==> config.mk <==
export PLATFORM = sky130hd
export DESIGN_NAME = mem_stage_lsu
export DESIGN_NICKNAME = d
export VERILOG_FILES = /design/src/rtl/mem_stage_lsu.sv
export SDC_FILE = /design/constraint.sdc
export NUM_CORES = 1
export LEC_CHECK = 0
export ABC_AREA = 1
export BUFFER_PORTS_ARGS = -buffer_cell sky130_fd_sc_hd__buf_4
export CAP_MARGIN = 20
export CORE_ASPECT_RATIO = 1.1
export CORE_MARGIN = 5
export CORE_UTILIZATION = 52
export CTS_CLUSTER_SIZE = 14
export DETAILED_ROUTE_END_ITERATION = 8
export GPL_ROUTABILITY_DRIVEN = 0
export GPL_TIMING_DRIVEN = 0
export HOLD_SLACK_MARGIN = 0.05
export PLACE_DENSITY_LB_ADDON = 0.15
export RECOVER_POWER = 25
export SYNTH_ARGS = -nofsm -noshare
export SYNTH_HDL_FRONTEND = slang
export SYNTH_SLANG_ARGS = --single-unit
==> constraint.sdc <==
create_clock -name clk -period 3.34 [get_ports clk]
set_input_delay 0.668 -clock clk [delete_from_list [all_inputs] [get_ports clk]]
set_output_delay 0.668 -clock clk [all_outputs]
set_load 0.03 [all_outputs]
==> src/rtl/mem_stage_lsu.sv <==
// mem_stage_lsu: MEM-stage load/store unit for a 5-stage RV32I pipeline.
// Issues req/ack data-bus cycles, stalls while busy, returns extended load data and error strobes.
module mem_stage_lsu #(
    parameter int TIMEOUT_CYCLES = 16
) (
    input  logic        clk,
    input  logic        rstN,
    input  logic        memWrite_MEM_IN,
    input  logic        memRead_MEM_IN,
    input  logic [2:0]  func3_MEM_IN,
    input  logic [31:0] aluOut_MEM_IN,
    input  logic [31:0] aluSrc2_MEM_IN,
    output logic        dmem_req_Out,
    output logic        dmem_we_Out,
    output logic [31:0] dmem_addr_Out,
    output logic [31:0] dmem_wdata_Out,
    output logic [3:0]  dmem_be_Out,
    input  logic [31:0] dmem_rdata_IN,
    input  logic        dmem_ack_IN,
    output logic        stall_MEM_Out,
    output logic [31:0] loadData_MEM_Out,
    output logic        loadValid_MEM_Out,
    output logic        misaligned_MEM_Out,
    output logic        busErr_MEM_Out
);

    localparam int CNT_W = $clog2(TIMEOUT_CYCLES);
    localparam logic [CNT_W-1:0] CNT_LAST = CNT_W'(TIMEOUT_CYCLES - 1);

    typedef enum logic [1:0] {
        ST_IDLE = 2'd0,
        ST_BUSY = 2'd1,
        ST_DONE = 2'd2
    } state_t;

    state_t            state_r;
    logic [CNT_W-1:0]  cnt_r;
    logic              req_r;
    logic              we_r;
    logic [31:0]       addr_r;
    logic [31:0]       wdata_r;
    logic [3:0]        be_r;
    logic [2:0]        func3_r;
    logic [1:0]        off_r;
    logic [31:0]       load_data_r;
    logic              load_valid_r;
    logic              misaligned_r;
    logic              bus_err_r;

    logic              access_s;
    logic              both_s;
    logic              legal_f3_s;
    logic              unaligned_s;
    logic              illegal_s;
    logic              misaligned_s;
    logic              start_s;
    logic              stall_s;

    function automatic logic [3:0] store_be(input logic [1:0] size, input logic [1:0] off);
        case (size)
            2'b00:   return 4'b0001 << off;
            2'b01:   return 4'b0011 << off;
            2'b10:   return 4'b1111;
            default: return 4'b0000;
        endcase
    endfunction

    function automatic logic [31:0] store_wdata(input logic [1:0] size, input logic [31:0] rs2);
        case (size)
            2'b00:   return {4{rs2[7:0]}};
            2'b01:   return {2{rs2[15:0]}};
            default: return rs2;
        endcase
    endfunction

    // Byte lane o is shifted down to bit 0 first, so all sub-word loads extract from the bottom.
    function automatic logic [31:0] load_extend(input logic [2:0] f3, input logic [1:0] off,
                                                input logic [31:0] rdata);
        logic [31:0] sh;
        sh = rdata >> {off, 3'b000};
        case (f3)
            3'b000:  return {{24{sh[7]}}, sh[7:0]};
            3'b001:  return {{16{sh[15]}}, sh[15:0]};
            3'b100:  return {24'd0, sh[7:0]};
            3'b101:  return {16'd0, sh[15:0]};
            default: return rdata;
        endcase
    endfunction

    // Decode the EX/MEM request into start / misaligned / illegal.
    always_comb begin
        access_s = memRead_MEM_IN ^ memWrite_MEM_IN;
        both_s   = memRead_MEM_IN & memWrite_MEM_IN;
        if (memWrite_MEM_IN) begin
            legal_f3_s = (func3_MEM_IN == 3'b000) || (func3_MEM_IN == 3'b001) ||
                         (func3_MEM_IN == 3'b010);
        end else begin
            legal_f3_s = (func3_MEM_IN == 3'b000) || (func3_MEM_IN == 3'b001) ||
                         (func3_MEM_IN == 3'b010) || (func3_MEM_IN == 3'b100) ||
                         (func3_MEM_IN == 3'b101);
        end
        if (func3_MEM_IN[1:0] == 2'b01) begin
            unaligned_s = aluOut_MEM_IN[0];
        end else if (func3_MEM_IN[1:0] == 2'b10) begin
            unaligned_s = (aluOut_MEM_IN[1:0] != 2'b00);
        end else begin
            unaligned_s = 1'b0;
        end
        illegal_s    = both_s | (access_s & ~legal_f3_s);
        misaligned_s = access_s & legal_f3_s & unaligned_s;
        start_s      = access_s & legal_f3_s & ~unaligned_s;
    end

    // Stall is combinational in IDLE so the instruction is frozen in the cycle it is accepted.
    always_comb begin
        stall_s = 1'b0;
        case (state_r)
            ST_IDLE: stall_s = start_s & rstN;
            ST_BUSY: stall_s = 1'b1;
            default: stall_s = 1'b0;
        endcase
    end

    // Access FSM with registered bus outputs, load result and strobes.
    always_ff @(posedge clk) begin
        if (!rstN) begin
            state_r      <= ST_IDLE;
            cnt_r        <= '0;
            req_r        <= 1'b0;
            we_r         <= 1'b0;
            addr_r       <= 32'd0;
            wdata_r      <= 32'd0;
            be_r         <= 4'b0000;
            func3_r      <= 3'b000;
            off_r        <= 2'b00;
            load_data_r  <= 32'd0;
            load_valid_r <= 1'b0;
            misaligned_r <= 1'b0;
            bus_err_r    <= 1'b0;
        end else begin
            load_valid_r <= 1'b0;
            misaligned_r <= 1'b0;
            bus_err_r    <= 1'b0;
            case (state_r)
                ST_IDLE: begin
                    cnt_r <= '0;
                    if (start_s) begin
                        req_r   <= 1'b1;
                        we_r    <= memWrite_MEM_IN;
                        addr_r  <= {aluOut_MEM_IN[31:2], 2'b00};
                        be_r    <= memWrite_MEM_IN ?
                                   store_be(func3_MEM_IN[1:0], aluOut_MEM_IN[1:0]) : 4'b0000;
                        wdata_r <= memWrite_MEM_IN ?
                                   store_wdata(func3_MEM_IN[1:0], aluSrc2_MEM_IN) : 32'd0;
                        func3_r <= func3_MEM_IN;
                        off_r   <= aluOut_MEM_IN[1:0];
                        state_r <= ST_BUSY;
                    end else if (misaligned_s) begin
                        misaligned_r <= 1'b1;
                    end else if (illegal_s) begin
                        bus_err_r <= 1'b1;
                    end else begin
                        state_r <= ST_IDLE;
                    end
                end
                ST_BUSY: begin
                    if (dmem_ack_IN) begin
                        req_r        <= 1'b0;
                        load_valid_r <= ~we_r;
                        if (!we_r) begin
                            load_data_r <= load_extend(func3_r, off_r, dmem_rdata_IN);
                        end
                        state_r <= ST_DONE;
                    end else if (cnt_r == CNT_LAST) begin
                        req_r        <= 1'b0;
                        bus_err_r    <= 1'b1;
                        load_valid_r <= ~we_r;
                        if (!we_r) begin
                            load_data_r <= 32'd0;
                        end
                        state_r <= ST_DONE;
                    end else begin
                        cnt_r <= cnt_r + CNT_W'(1);
                    end
                end
                ST_DONE: begin
                    state_r <= ST_IDLE;
                end
                default: begin
                    req_r   <= 1'b0;
                    state_r <= ST_IDLE;
                end
            endcase
        end
    end

    assign dmem_req_Out       = req_r;
    assign dmem_we_Out        = we_r;
    assign dmem_addr_Out      = addr_r;
    assign dmem_wdata_Out     = wdata_r;
    assign dmem_be_Out        = be_r;
    assign stall_MEM_Out      = stall_s;
    assign loadData_MEM_Out   = load_data_r;
    assign loadValid_MEM_Out  = load_valid_r;
    assign misaligned_MEM_Out = misaligned_r;
    assign busErr_MEM_Out     = bus_err_r;

endmodule
* Yosys cells after proc, flatten, opt, wreduce, memory -nomap -nowiden
Index checks and enable logic that the tools add are counted. W data, S select, Z words.
Storage, ports and cells: output and inout port bits 106, register bits after elaboration 114, bits of input ports 104, word-level logic and storage cells 102
Operators by class: reductions and logical operators 18, equality and inequality tests 18, add/subtract/negate cells 1, bitwise operators 14, mux-type cells 35, shifts and indexed selects 3
Operators with widths (number):
- $mux W32 | 5
- $pmux W32 S4 | 1
- $pmux W32 S2 | 1
- $shr A32 B5 Y16 | 1
- $mux W1 | 14
- $eq A3 B3 Y1 const B | 4
- $mux W4 | 3
- $pmux W4 S3 | 1
- $reduce_and A3 Y1 | 4
- $mux W2 | 5
- $ne A3 B3 Y1 const B | 3
- $pmux W4 S2 | 1
- $and A1 B1 Y1 | 6
- $eq A3 B1 Y1 const B | 2
- $logic_not A3 Y1 | 2
- $ne A2 B2 Y1 const B | 3
- $not A1 Y1 | 6
- $reduce_bool A2 Y1 | 3
- $add A4 B1 Y4 const B | 1
- $eq A2 B1 Y1 const B | 2
- $eq A2 B2 Y1 const B | 2
- $eq A4 B4 Y1 const B | 1
- $logic_not A2 Y1 | 2
- $logic_or A1 B1 Y1 | 4
- 10 further kinds | 12

* Longest topological paths before layout
word-level depth 13, gate-level depth with buffers 11, mapped depth without buffers 9

* Worst setup path after synthesis
Ideal clock, no wire load.
path kind input -> output, start point input func3_MEM_IN[1], end point output stall_MEM_Out, stages on the path 4, path buffers 1, data arrival time 1961 ps, required time 2672 ps, slack 711 ps, path through buf_4 o21ai_1 nand3_1 o31ai_1
Between the ends: word-level cells in the longest chain between the ends 10
RTL lines:
- start, declared | RTL line 10 | input logic [2:0] func3_MEM_IN,
- $eq A3 B1 Y1 / $logic_not A3 Y1 (equally long branches) | RTL line 95, 98
- $logic_or A1 B1 Y1 (2 in series) | RTL line 95, 98
- $logic_or A1 B1 Y1 (2 in series) | RTL line 99 | (func3_MEM_IN == 3'b010) || (func3_MEM_IN == 3'b100) ||
- $mux W1 | RTL line 94 | if (memWrite_MEM_IN) begin
- $and A1 B1 Y1 | RTL line 111 | start_s = access_s & legal_f3_s & ~unaligned_s;
- $and A1 B1 Y1 (*) | RTL line 111
- $and A1 B1 Y1 (*) | RTL line 118 | ST_IDLE: stall_s = start_s & rstN;
- $pmux W1 S2 (*) | RTL line 117 | case (state_r)
- end, declared | RTL line 20 | output logic stall_MEM_Out,
Mark *: on every way between the ends. The rest lies on a longest branch, timed or not.

* Worst setup path in the final report
start point input memWrite_MEM_IN, end point output stall_MEM_Out
Between the ends: word-level cells in the longest chain between the ends 5
RTL lines:
- start, declared | RTL line 8 | input logic memWrite_MEM_IN,
- $xor A1 B1 Y1 / $mux W1 (equally long branches) | RTL line 92, 94
- $and A1 B1 Y1 (*) (2 in series) | RTL line 111
- $and A1 B1 Y1 (*) | RTL line 118
- $pmux W1 S2 (*) | RTL line 117
Marked as above.

==> reports/results.ini <==
[run_status]
status=finished clean

[layout]
syn_to_final_growth_pct=41.7
layout-drive-gt1-share=0.232
diodes=0
final_nets=1102
final_util=0.753

[synth]
synth_compound_area_frac=0.194
synth-xor-area-share=0
synth.distinct_cells=30
synth_fa_ha_area_frac=0.00478
avgSynthCellArea_um2=6.79
ys_seq_area_frac=0.436
ys_warn_count=0
muxShareOfSynthArea=0
synth_simple_gate_area_share=0.277
syn_area_um2=5230
ys_ff_latch=114
synth_top_family_by_area=simple AND/OR/NAND/NOR gates
postSynthCellCount=770

[cts]
post_cts_resized=0
post_cts_buffers=0
cts_buffers=17
cts_tree=yes
cts_hold_buf=0
clk_pin_slew_ns=0.06
ctsLongestPathBuffers=2
clk_latency_ns=0.52
cts.htree.levels=4
cts-root-buf=clkbuf_8
clock-sinks=114

[routing]
drt-total-wl_um=17100
wire_per_inst_um=15.2
first_pass_iters=5
viasPerCell=5.33
dr.first_iter.drc_count=408
drc=0
vias=6020
ant_nets=0

[timing]
setup_violations=0
finalCritPeriodShare=0.841
grt_setup_unrepaired=false
drv_slew=0
period_needed_ns=2.81
hold_viol=0
setup_tns_ns=0
relSlewSlack=0.614
finClkSkew_ns=0.0113
max_freq_ghz=0.356
worst_pin_slew_ns=0.573
whs_ns=0.394

[place]
io_buffers=206
hpwl_um=12500

[floorplanning]
die_width_um=106
initial_utilization=0.531
core_um2=9840
ioPinCount=210
rows=38
fp.dieArea_um2=12200
die_y_um=115

[worst_setup_path]
arrival_ns=2.14
critPathBufInv=3
rrSetupSlack_ns=1.41
critPathLaunchType=input port
critPathMaxFanout=10
cp-end-kind=output port
worstSetupPathType=input port to output port
path_delay_family=compound AO/OA/AOI/OAI gates
crit_required_ns=2.67
worstPathCellList=clkbuf_4, clkbuf_1, o21ai_0, nand3_1, o31ai_1, buf_4
worst_path_max_delay_cell=o21ai_0
critPathMaxStageDelay_ns=0.53

[job]
maxCapViolCount=0

[power]
leakage_nw=3.30
p_per_area_nw_per_um2=558
peakVddDrop_mv=0.375

[grt]
antenna_found_initial=0
grt_start_max_net_pins=17
grt_pass1_vias=5479
grt_use_total=0.273
grt_first_pass_wirelength_um=26500
grt-ovfl-total=0

[min_path]
hold_path.class=input port to flop

## final cells by class
class                           count  area (µm²)
Fill cell                         853        2430
Clock inverter                     14         179
Multi-Input combinational cell    554        2500
Timing Repair Buffer              206        1440
Tap cell                          120         150
Buffer                             51         239
Clock buffer                       18         428
Inverter                           52         195
Sequential cell                   114        2280
## layout by cell type, fill, tap and decap left out, drive strengths merged, types with 6 or more instances in the layout
cell    instances
inv            54
nor3           11
nand2         186
o211ai          6
clkbuf         84
o21ai          62
o22ai           7
buf           191
clkinv          6
dfxtp         114
a21oi         111
nor2          125
nand3          28
o31ai           7
## routing by layer
layer  part of all wire  routed length (µm)  vias to the layer above  track usage
met1               0.38                6500                     2726        0.318
met2               0.49                8350                      286        0.463
li1                   -                   -                     2959            -
met5                  0                   0                        -            0
met3               0.10                1730                       49       0.0915
met4              0.031                 531                        0        0.113
## state kept, by name, summed over array words and instances (netlist names)
name	flops
dmem_addr_Out	30
misaligned_MEM_Out	1
dmem_wdata_Out	32
dmem_be_Out	4
dmem_we_Out	1
cnt_r	4
loadValid_MEM_Out	1
off_r	2
func3_r	3
loadData_MEM_Out	32
dmem_req_Out	1
state_r	2
busErr_MEM_Out	1
## cells in the mapped netlist, drive strengths merged
library cell	instances	area (µm²)
nand4	2	27.5
clkinv	1	3.75
dfxtp	114	2280
nor2	125	492
nor3	11	55.1
o221ai	1	8.76
o21ai	62	310
conb	1	3.75
o22ai	7	43.8
o31ai	7	52.6
inv	51	191
clkbuf	30	113
a21oi	111	556
buf	21	145
nand2	186	706
o211ai	6	45.0
nand3	28	145
and3	3	18.8
nor4	1	6.26
ha	2	25.0
## through the flow
stage	std cells	cell area (µm²)	power [mW]	worst slack (ns)
after global placement	1097	6930	2.31	0.812
after global routing	1129	7410	4.29	0.401
final	1129	7410	4.13	0.530
after CTS	1129	7540	4.16	0.820
after floorplan	771	5230	2.00	0.711
after detailed placement	1097	6930	2.32	0.814
## cells by family after synthesis
group | Yosys count
adders and majority gates | 2
other | 1
and+or+nand+nor | 356
DFF | 114
buffers and inverters | 103
AOI/OAI and AO/OA | 194
## worst reg2reg max path: stages (launching register included)
cell and delay, ns:
dfxtp_1 0.34, inv_1 0.06, nand2_1 0.10, inv_1 0.14
nand4_4 0.17, inv_1 0.21, clkbuf_1 0.43, buf_6 0.21
nor2_1 0.06, nor2_1 0.13
## where the power goes
group | switching (mW) | leakage (nW) | total (mW) | internal, mW
clock network | 0.687 | 0.288 | 1.85 | 1.17
registers | 0.0410 | 0.927 | 1.48 | 1.44
logic | 0.514 | 2.09 | 0.802 | 0.288
## worst paths after layout
check                                                     start                              end  cells after the start
worst max register to register          state_r[1]$_SDFFE_PN0P_    dmem_addr_Out[8]$_SDFFE_PN0P_                      9
worst max-delay path                            memWrite_MEM_IN                    stall_MEM_Out                      6
worst min register to register  dmem_wdata_Out[22]$_SDFFE_PN0P_  dmem_wdata_Out[22]$_SDFFE_PN0P_                      2
worst min-delay path                          aluOut_MEM_IN[18]   dmem_addr_Out[18]$_SDFFE_PN0P_                      3
(Power assumes the default switching activity.)
